**src/rtl/deser_pkg.sv**
```systemverilog
// Shared types and helpers for the serial word deserializer.
package deser_pkg;

   // Receive FSM: HUNT discards bits until a sync marker, RECV assembles words.
   typedef enum logic {
      HUNT = 1'b0,
      RECV = 1'b1
   } deser_state_e;

   // Width of a counter that can hold the values 0..width.
   function automatic int count_w(input int width);
      return $clog2(width + 1);
   endfunction

endpackage

```
**src/rtl/deser_out_stage.sv**
```systemverilog
// One-deep holding register between the deserializer and the parallel consumer.
//
// Handshake: a word transfers on any rising edge where out_valid and out_ready
// are both high. While out_valid is high and out_ready is low, out_data is held
// stable. A new word offered on load_valid is accepted when the buffer is empty
// or is being consumed on the same edge; otherwise it is dropped and 'drop'
// pulses high for that cycle so the caller can record an overrun.
module deser_out_stage #(
   parameter int WIDTH = 4
) (
   input  logic             clk,
   input  logic             rstN,
   input  logic             load_valid,
   input  logic [WIDTH-1:0] load_data,
   input  logic             out_ready,
   output logic [WIDTH-1:0] out_data,
   output logic             out_valid,
   output logic             drop
);

   logic [WIDTH-1:0] data_q, data_d;
   logic             valid_q, valid_d;

   // Next buffer contents: load when there is room, else clear on consume.
   always_comb begin
      data_d  = data_q;
      valid_d = valid_q;
      drop    = load_valid & valid_q & ~out_ready;
      if (load_valid && !drop) begin
         data_d  = load_data;
         valid_d = 1'b1;
      end else if (valid_q && out_ready) begin
         valid_d = 1'b0;
      end
   end

   // Buffer register, cleared by the asynchronous reset.
   always_ff @(posedge clk or negedge rstN) begin
      if (!rstN) begin
         data_q  <= '0;
         valid_q <= 1'b0;
      end else begin
         data_q  <= data_d;
         valid_q <= valid_d;
      end
   end

   assign out_data  = data_q;
   assign out_valid = valid_q;

endmodule

```
**src/rtl/serial_word_deserializer.sv**
```systemverilog
// Collects WIDTH serial bits, optionally framed by a sync marker, into a word
// and hands each completed word to a one-deep valid/ready output buffer.
// Overrun and framing errors are kept as sticky flags until clr_err.
module serial_word_deserializer
   import deser_pkg::*;
#(
   parameter int WIDTH     = 4,
   parameter int MSB_FIRST = 0,
   parameter int SYNC_MODE = 1
) (
   input  logic                       clk,
   input  logic                       rstN,
   input  logic                       ser_valid,
   input  logic                       ser_data,
   input  logic                       ser_sync,
   output logic [WIDTH-1:0]           out_data,
   output logic                       out_valid,
   input  logic                       out_ready,
   output logic [count_w(WIDTH)-1:0]  bit_count,
   output logic                       busy,
   output logic                       overrun,
   output logic                       frame_err,
   input  logic                       clr_err
);

   localparam int CW = count_w(WIDTH);
   localparam deser_state_e RESET_STATE = (SYNC_MODE != 0) ? HUNT : RECV;

   deser_state_e     state_q, state_d;
   logic [WIDTH-1:0] sr_q, sr_d;
   logic [CW-1:0]    cnt_q, cnt_d;
   logic             overrun_q, overrun_d;
   logic             frame_err_q, frame_err_d;

   logic [WIDTH-1:0] shifted;
   logic             word_done;
   logic             set_frame_err;
   logic             drop;

   // Shift register contents after accepting ser_data; on the completing bit
   // this is also the finished word, so the buffer loads it on the same edge.
   always_comb begin
      if (MSB_FIRST != 0) begin
         shifted = {sr_q[WIDTH-2:0], ser_data};
      end else begin
         shifted = {ser_data, sr_q[WIDTH-1:1]};
      end
   end

   // Receive FSM: framing, bit counting and word completion.
   always_comb begin
      state_d       = state_q;
      sr_d          = sr_q;
      cnt_d         = cnt_q;
      word_done     = 1'b0;
      set_frame_err = 1'b0;
      case (state_q)
         HUNT: begin
            if (ser_valid && ser_sync) begin
               sr_d    = shifted;
               cnt_d   = CW'(1);
               state_d = RECV;
            end
         end
         RECV: begin
            if (ser_valid) begin
               // Old partial-word bits left in sr are pushed out by the next
               // WIDTH shifts, so a resync needs no explicit clear.
               sr_d = shifted;
               if (ser_sync) begin
                  set_frame_err = (cnt_q != '0);
                  cnt_d         = CW'(1);
               end else if (cnt_q == CW'(WIDTH - 1)) begin
                  word_done = 1'b1;
                  cnt_d     = '0;
               end else begin
                  cnt_d = cnt_q + CW'(1);
               end
            end
         end
         default: begin
            state_d = RESET_STATE;
         end
      endcase
   end

   // Sticky error flags; a set event on the same edge beats clr_err.
   always_comb begin
      overrun_d   = drop | (overrun_q & ~clr_err);
      frame_err_d = set_frame_err | (frame_err_q & ~clr_err);
   end

   // Receive state registers, cleared by the asynchronous reset.
   always_ff @(posedge clk or negedge rstN) begin
      if (!rstN) begin
         state_q     <= RESET_STATE;
         sr_q        <= '0;
         cnt_q       <= '0;
         overrun_q   <= 1'b0;
         frame_err_q <= 1'b0;
      end else begin
         state_q     <= state_d;
         sr_q        <= sr_d;
         cnt_q       <= cnt_d;
         overrun_q   <= overrun_d;
         frame_err_q <= frame_err_d;
      end
   end

   deser_out_stage #(
      .WIDTH(WIDTH)
   ) u_out_stage (
      .clk       (clk),
      .rstN      (rstN),
      .load_valid(word_done),
      .load_data (shifted),
      .out_ready (out_ready),
      .out_data  (out_data),
      .out_valid (out_valid),
      .drop      (drop)
   );

   assign bit_count = cnt_q;
   assign busy      = (state_q == RECV) && (cnt_q != '0);
   assign overrun   = overrun_q;
   assign frame_err = frame_err_q;

endmodule

```
**config.mk**
```make
export PLATFORM = sky130hd
export DESIGN_NAME = serial_word_deserializer
export DESIGN_NICKNAME = d
export VERILOG_FILES = /design/src/rtl/deser_pkg.sv /design/src/rtl/deser_out_stage.sv /design/src/rtl/serial_word_deserializer.sv
export SDC_FILE = /design/constraint.sdc
export NUM_CORES = 1
export LEC_CHECK = 0
export BUFFER_PORTS_ARGS = -buffer_cell sky130_fd_sc_hd__buf_4
export CORE_AREA = 5 5 45 47
export DETAILED_ROUTE_END_ITERATION = 7
export DIE_AREA = 0 0 50 52
export PLACE_DENSITY = 0.69
export SLEW_MARGIN = 10
export SYNTH_ARGS = -nofsm -noshare
export SYNTH_HDL_FRONTEND = slang
export SYNTH_HIERARCHICAL = 1
export SYNTH_SLANG_ARGS = --single-unit
```
**constraint.sdc**
```tcl
create_clock -name clk -period 1.6 [get_ports clk]
set_clock_uncertainty 0.2 [all_clocks]
set_input_delay 0.08 -clock clk [delete_from_list [all_inputs] [get_ports clk]]
set_output_delay 0.08 -clock clk [all_outputs]
set_load 0.01 [all_outputs]
```
After elaboration in Yosys (flattened, before gate mapping)
Cells that the tools add are included.
{"block": "word_totals", "word_cells": 47, "regBits": 15}
{"block": "classes", "eq_ne": 3, "reduce_logical": 8, "n_addsub": 1, "mux": 19, "bitwise_logic": 9}
{"op": "2-to-1 mux 3 bit", "n": 4}
{"op": "2-to-1 mux 1 bit", "n": 11}
{"op": "2-to-1 mux 4 bit", "n": 2}
{"op": "one-hot mux 4 bit (2 select lines)", "n": 1}
{"op": "one-hot mux 3 bit (2 select lines)", "n": 1}
{"op": "AND 1 bit", "n": 4}
{"op": "logical AND 1 bit", "n": 4}
{"op": "inequality test 2 bit, second input constant", "n": 2}
{"op": "adder 3 x 1 -> 3 bit, second input constant", "n": 1}
{"op": "equality test 3 x 2 -> 1 bit, second input constant", "n": 1}
{"op": "inverter 1 bit", "n": 3}
{"op": "nonzero test 3 bit", "n": 1}
{"op": "OR 1 bit", "n": 2}
{"op": "AND reduction 2 bit", "n": 1}
{"op": "nonzero test 2 bit", "n": 1}
{"op": "logical NOT 1 bit", "n": 1}

Longest topological paths before layout
{"block": "depth", "depth_word": 10, "ltp_mapped": 6, "mapped_depth_nobuf": 6}

Cells and area by module
Netlist, hierarchy kept.
{"module": "serial_word_deserializer", "seq_area_each_um2": 225.2, "n_inst": 1, "area_per_inst_um2": 402.9, "cells_each": 32}
{"module": "deser_out_stage", "seq_area_each_um2": 125.1, "n_inst": 1, "area_per_inst_um2": 221.5, "cells_each": 14}

Worst setup path after synthesis
No wires, ideal clock.
{"block": "synth_timing", "path_type": "flip-flop to flip-flop", "start": "register cnt_q[0] (netlist: bit_count[0])", "end": "register u_out_stage.data_q[0] (netlist: u_out_stage/out_data[0])", "setup_time_ns": 0.125, "required_time_ns": 1.275, "setup_slack_ns": -0.066, "path_buffers": 0, "period_less_slack_ns": 1.666, "arrival_time_ns": 1.341, "stages_incl_launch_ff": 6, "path_cell_list": "dfrtp_1 -> ha_1 -> nor2b_1 -> and2_1 -> nand2_4 -> mux2_4"}
{"block": "synth_between", "elab_chain_cells": 9}
{"element": "from (decl)", "line_no": "serial_word_deserializer.sv:31", "text": "logic [CW-1:0] cnt_q, cnt_d;"}
{"element": "from (signal assigned)", "line_no": "serial_word_deserializer.sv:104", "text": "cnt_q <= cnt_d;"}
{"element": "equality test 3 x 2 -> 1 bit *", "line_no": "serial_word_deserializer.sv:73", "text": "end else if (cnt_q == CW'(WIDTH - 1)) begin"}
{"element": "2-to-1 mux 1 bit *", "line_no": "serial_word_deserializer.sv:73"}
{"element": "2-to-1 mux 1 bit *", "line_no": "serial_word_deserializer.sv:70", "text": "if (ser_sync) begin"}
{"element": "2-to-1 mux 1 bit *", "line_no": "serial_word_deserializer.sv:66", "text": "if (ser_valid) begin"}
{"element": "2-to-1 mux 1 bit *", "line_no": "serial_word_deserializer.sv:57", "text": "case (state_q)"}
{"element": "via word_done", "line_no": "serial_word_deserializer.sv:36", "text": "logic word_done;"}
{"element": "AND 1 bit (2 in a row)", "line_no": "deser_out_stage.sv:28", "text": "drop = load_valid & valid_q & ~out_ready;"}
{"element": "logical NOT 1 bit", "line_no": "deser_out_stage.sv:29", "text": "if (load_valid && !drop) begin"}
{"element": "logical AND 1 bit *", "line_no": "deser_out_stage.sv:29"}
{"element": "to (signal assigned)", "line_no": "deser_out_stage.sv:43", "text": "data_q <= data_d;"}
{"element": "to (decl)", "line_no": "deser_out_stage.sv:21", "text": "logic [WIDTH-1:0] data_q, data_d;"}
Mark *: on every way through the listed nets, which the timed path passes. The rest lies on a longest branch.
A chain may end at the register's enable or synchronous reset.

Worst setup path in the final report
{"block": "layout_timing", "start": "register cnt_q[1] (netlist: bit_count[1])", "end": "output busy"}
{"block": "layout_between", "elab_chain_cells": 2}
{"element": "nonzero test 3 bit", "line_no": "serial_word_deserializer.sv:124", "text": "assign busy = (state_q == RECV) && (cnt_q != '0);"}
{"element": "logical AND 1 bit", "line_no": "serial_word_deserializer.sv:124"}
{"element": "to (decl)", "line_no": "serial_word_deserializer.sv:20", "text": "output logic busy,"}
Every way passes these cells.

==> impl.org <==
** STA
- After layout, the minimum clock period comes to between 1.5 and 2 ns.
- Hold WS :: -0.0221 ns
- Max Slew Vio Count :: 0
- Number of setup violations in the final report :: 0
- In the finished design, the share of the clock period the worst path needs comes to 0.979.
- The number of hold violations in the final report was 15.
- In this run the tightest slew margin relative to its limit is 0.844.
- For the pin with the worst max-slew slack, the measured transition is 0.234 ns.
- Maximum clock frequency :: between 600 and 700 MHz

** Yosys
- Compound-gate portion of the synthesized area :: 0.134
- Xor/xnor share of the synthesized area :: 0
- Summed over all instances, the cell type with the most area after synthesis is sky130_fd_sc_hd__dfrtp_1.
- By area, the combinational part of the netlist is dominated by multiplexers.
- Number of cells produced by synthesis :: 46
- Share of the synthesized area in the top cell type :: 0.561
- Synthesized-area fraction occupied by and/or/nand/nor cells :: 0.0842
- Dominant cells by area after synthesis :: sky130_fd_sc_hd__dfrtp_1 56%, sky130_fd_sc_hd__mux2_4 9.6%, sky130_fd_sc_hd__mux2_1 5.4%
- Post-synthesis sequential element count :: 14
- Dividing the synthesized area by the synthesized cell count gives between 10 and 15 um2.
- Of the synthesized area, sequential elements account for 0.561.
- Adder and majority gate portion of the synthesized area :: 0.0401
- Warnings, synthesis :: 6
- Mux share of post-synthesis cell area :: 0.150
- Counting distinct cell types in the post-synthesis netlist gives 20.
- Synthesized Nets :: 55
- The synthesized netlist occupies a cell area of between 600 and 700 um2.

** Pwr
- Total power density per cell area :: around 1100 nW/um2
- The analysis attributes to cell leakage a power of between 0.4 and 0.5 nW.
- VDD IR-drop max :: between 700 and 800 uV
- Power comes to 1.05 mW.

** Worst setup path
- Critical path data required time :: about 1.3 ns
- Data arrives at the worst endpoint at roughly 1.3 ns.
- Register-to-register setup slack :: roughly 0.040 ns
- Endpoint type of the worst setup path :: output port
- Worst reg2reg path depth :: 5
- The startpoint identified for the worst register-to-register timing path is bit_count[1].
- The critical path in this run is classified as reg -> out.
- Maximum fanout along the worst path :: 3
- Worst R2R End :: u_out_stage/out_data[3]
- The worst setup path is launched from a flip-flop.
- Worst Setup SP :: bit_count[1]

** Clock tree
- Clk slew on worst S/H paths :: about 0.080 ns
- In this run the number of H-tree levels came out at 1.
- The longest clock path from root to sink contains 2 buffers.
- Worst-Skew Late Latency :: 0.28 ns
- Clock sink total :: 14
- TritonCTS built the clock tree.
- Clock Root Buffer :: sky130_fd_sc_hd__clkbuf_4
- In this run, CTS created clock tree buffers numbering 3.

** Min path
- The tightest min-delay check is of the in -> async type.

** Final layout
- Most frequent cells in the layout :: 20 x sky130_fd_sc_hd__buf_4, 14 x sky130_fd_sc_hd__dfrtp_1, 7 x sky130_fd_sc_hd__dlygate4sd3_1, 4 x sky130_fd_sc_hd__inv_1, 4 x sky130_fd_sc_hd__mux2_4
- Relative to the synthesized area, the layout overhead comes to 48.9%.
- In the final layout, the share of cells above drive strength 1 is 0.513.
- Most common cell after layout, fill and taps aside :: sky130_fd_sc_hd__buf_4
- After the last flow step, the layout net total stands at 89.
- The repair_antennas step left the layout with diodes totalling 0.

** Route
- Total routed wirelength :: approximately 1300 um
- Summing over every cut layer, the via total after detailed routing is between 400 and 500.
- After detailed routing, the number of vias per cell comes to 4.83.
- Starting DRT DRC Count :: 2
- First-pass iteration count of the detailed router :: 2
- Residual DRC :: 0
- The detail route stage leaves a number of antenna-violating nets equal to 0.
- In the final routed layout, each cell accounts on average for approximately 13 um.

** Run status
- The flow ran to the end, but the final reports show violations.
- The final reports fail on negative hold slack.

** Global routing
- Grt ovf :: 0
- GRT Util Overall :: 0.110
- Entering global routing, the biggest net connects 15 pins.
- The first global-routing pass estimated ~2100 um of wire.
- Initial antenna violation count :: 0
- The via count of the first global-routing pass was 470.

** Die
- # IOs :: 18
- Area of the die :: approximately 2600 um2
- Num rows :: 15
- Area inside the core boundary :: 1610 um2
- Initial core utilization :: 0.387
- Horizontal extent of the die :: roughly 50 um
- Height of the die :: roughly 52 um

** Place
- The count of buffers added on input and output ports is 17.
- Detailed placer's ending HPWL :: 884 um
- Global placer's final weighted congestion :: 0.729

** Flow run
- Maximum Capacitance Violations :: 0
==> critical path, cell delays in order (launching register included) <==
cell                       delay [ns]
sky130_fd_sc_hd__dfrtp_1         0.36
sky130_fd_sc_hd__buf_4           0.12
sky130_fd_sc_hd__inv_1           0.04
sky130_fd_sc_hd__ha_2            0.17
sky130_fd_sc_hd__a21boi_2        0.16
sky130_fd_sc_hd__buf_4           0.15
==> worst max-delay path by stage <==
| stage | to | slack [ns] | cells past startpoint |
|---|---|---|---|
| after floorplan | u_out_stage/out_data[0] | -0.002 | 5 |
| after global placement | u_out_stage/out_data[3] | 0.06 | 5 |
| after detailed placement | u_out_stage/out_data[1] | 0.03 | 5 |
| after CTS | busy | 0.004 | 5 |
| after global routing | busy | -0.06 | 5 |
| final | busy | 0.03 | 5 |
==> routing by layer <==
metal  wire (um)  global-route usage  share of wire
met3          50              0.0201          0.040
met4          33              0.0786          0.026
met5           0                   0              0
met1         521               0.141           0.42
met2         647               0.163           0.52
==> repair_timing <==
item,4_1_cts,5_1_grt
setup buffers,0,1
endpoints found under the setup margin,0,17
resized for setup,0,5
hold buffers,9,0
hold endpoints to repair,22,0
==> where the power goes <==
part / switching, mW / internal, mW
clock network: 0.108 / 0.0872
registers: 0.0475 / 0.432
logic: 0.139 / 0.240
==> kinds of logic after synthesis <==
logic type,after synthesis
fa+ha+maj,2
buf+inv,5
mux,7
simple gates,8
compound gates,10
flops,14
==> registers in the layout, indices dropped and copies added (netlist names) <==
register and count:
u_out_stage/out_data 4, bit_count 3, sr_q 3, frame_err 1
overrun 1, state_q 1, u_out_stage/out_valid 1
==> cell usage after synthesis <==
cell and instances:
sky130_fd_sc_hd__a21boi_2 1, sky130_fd_sc_hd__ha_1 2, sky130_fd_sc_hd__a21o_1 2, sky130_fd_sc_hd__nand2b_4 1, sky130_fd_sc_hd__o21ai_2 1, sky130_fd_sc_hd__nor2b_1 1
sky130_fd_sc_hd__o31ai_1 1, sky130_fd_sc_hd__mux2_1 3, sky130_fd_sc_hd__inv_1 5, sky130_fd_sc_hd__a22oi_1 1, sky130_fd_sc_hd__a21o_2 1, sky130_fd_sc_hd__nand2_1 2
sky130_fd_sc_hd__nor2_1 2, sky130_fd_sc_hd__a21oi_1 1, sky130_fd_sc_hd__a32o_1 1, sky130_fd_sc_hd__a22o_2 1, sky130_fd_sc_hd__nand2_4 1, sky130_fd_sc_hd__and2_1 1
sky130_fd_sc_hd__dfrtp_1 14, sky130_fd_sc_hd__mux2_4 4
==> layout make-up <==
class	instances	area [um2]
Fill cell	138	684
Sequential cell	14	350
Multi-Input combinational cell	27	273
Timing Repair Buffer	29	244
Clock buffer	3	22.5
Tap cell	17	21.3
Inverter	5	18.8
==> metrics by stage <==
step / std cells / worst slack, ns / setup TNS, ns / util / cell area, um2
final: 95 / 0.0338 / 0 / 0.576 / 930
after global routing: 95 / -0.0551 / -0.0551 / 0.576 / 930
after CTS: 95 / 0.00369 / 0 / 0.571 / 921
after detailed placement: 83 / 0.0301 / 0 / 0.501 / 808
after global placement: 83 / 0.0610 / 0 / 0.501 / 808
after floorplan: 46 / -0.00170 / -0.00682 / - / 637
No activity file was read; power rests on OpenSTA's default activity.
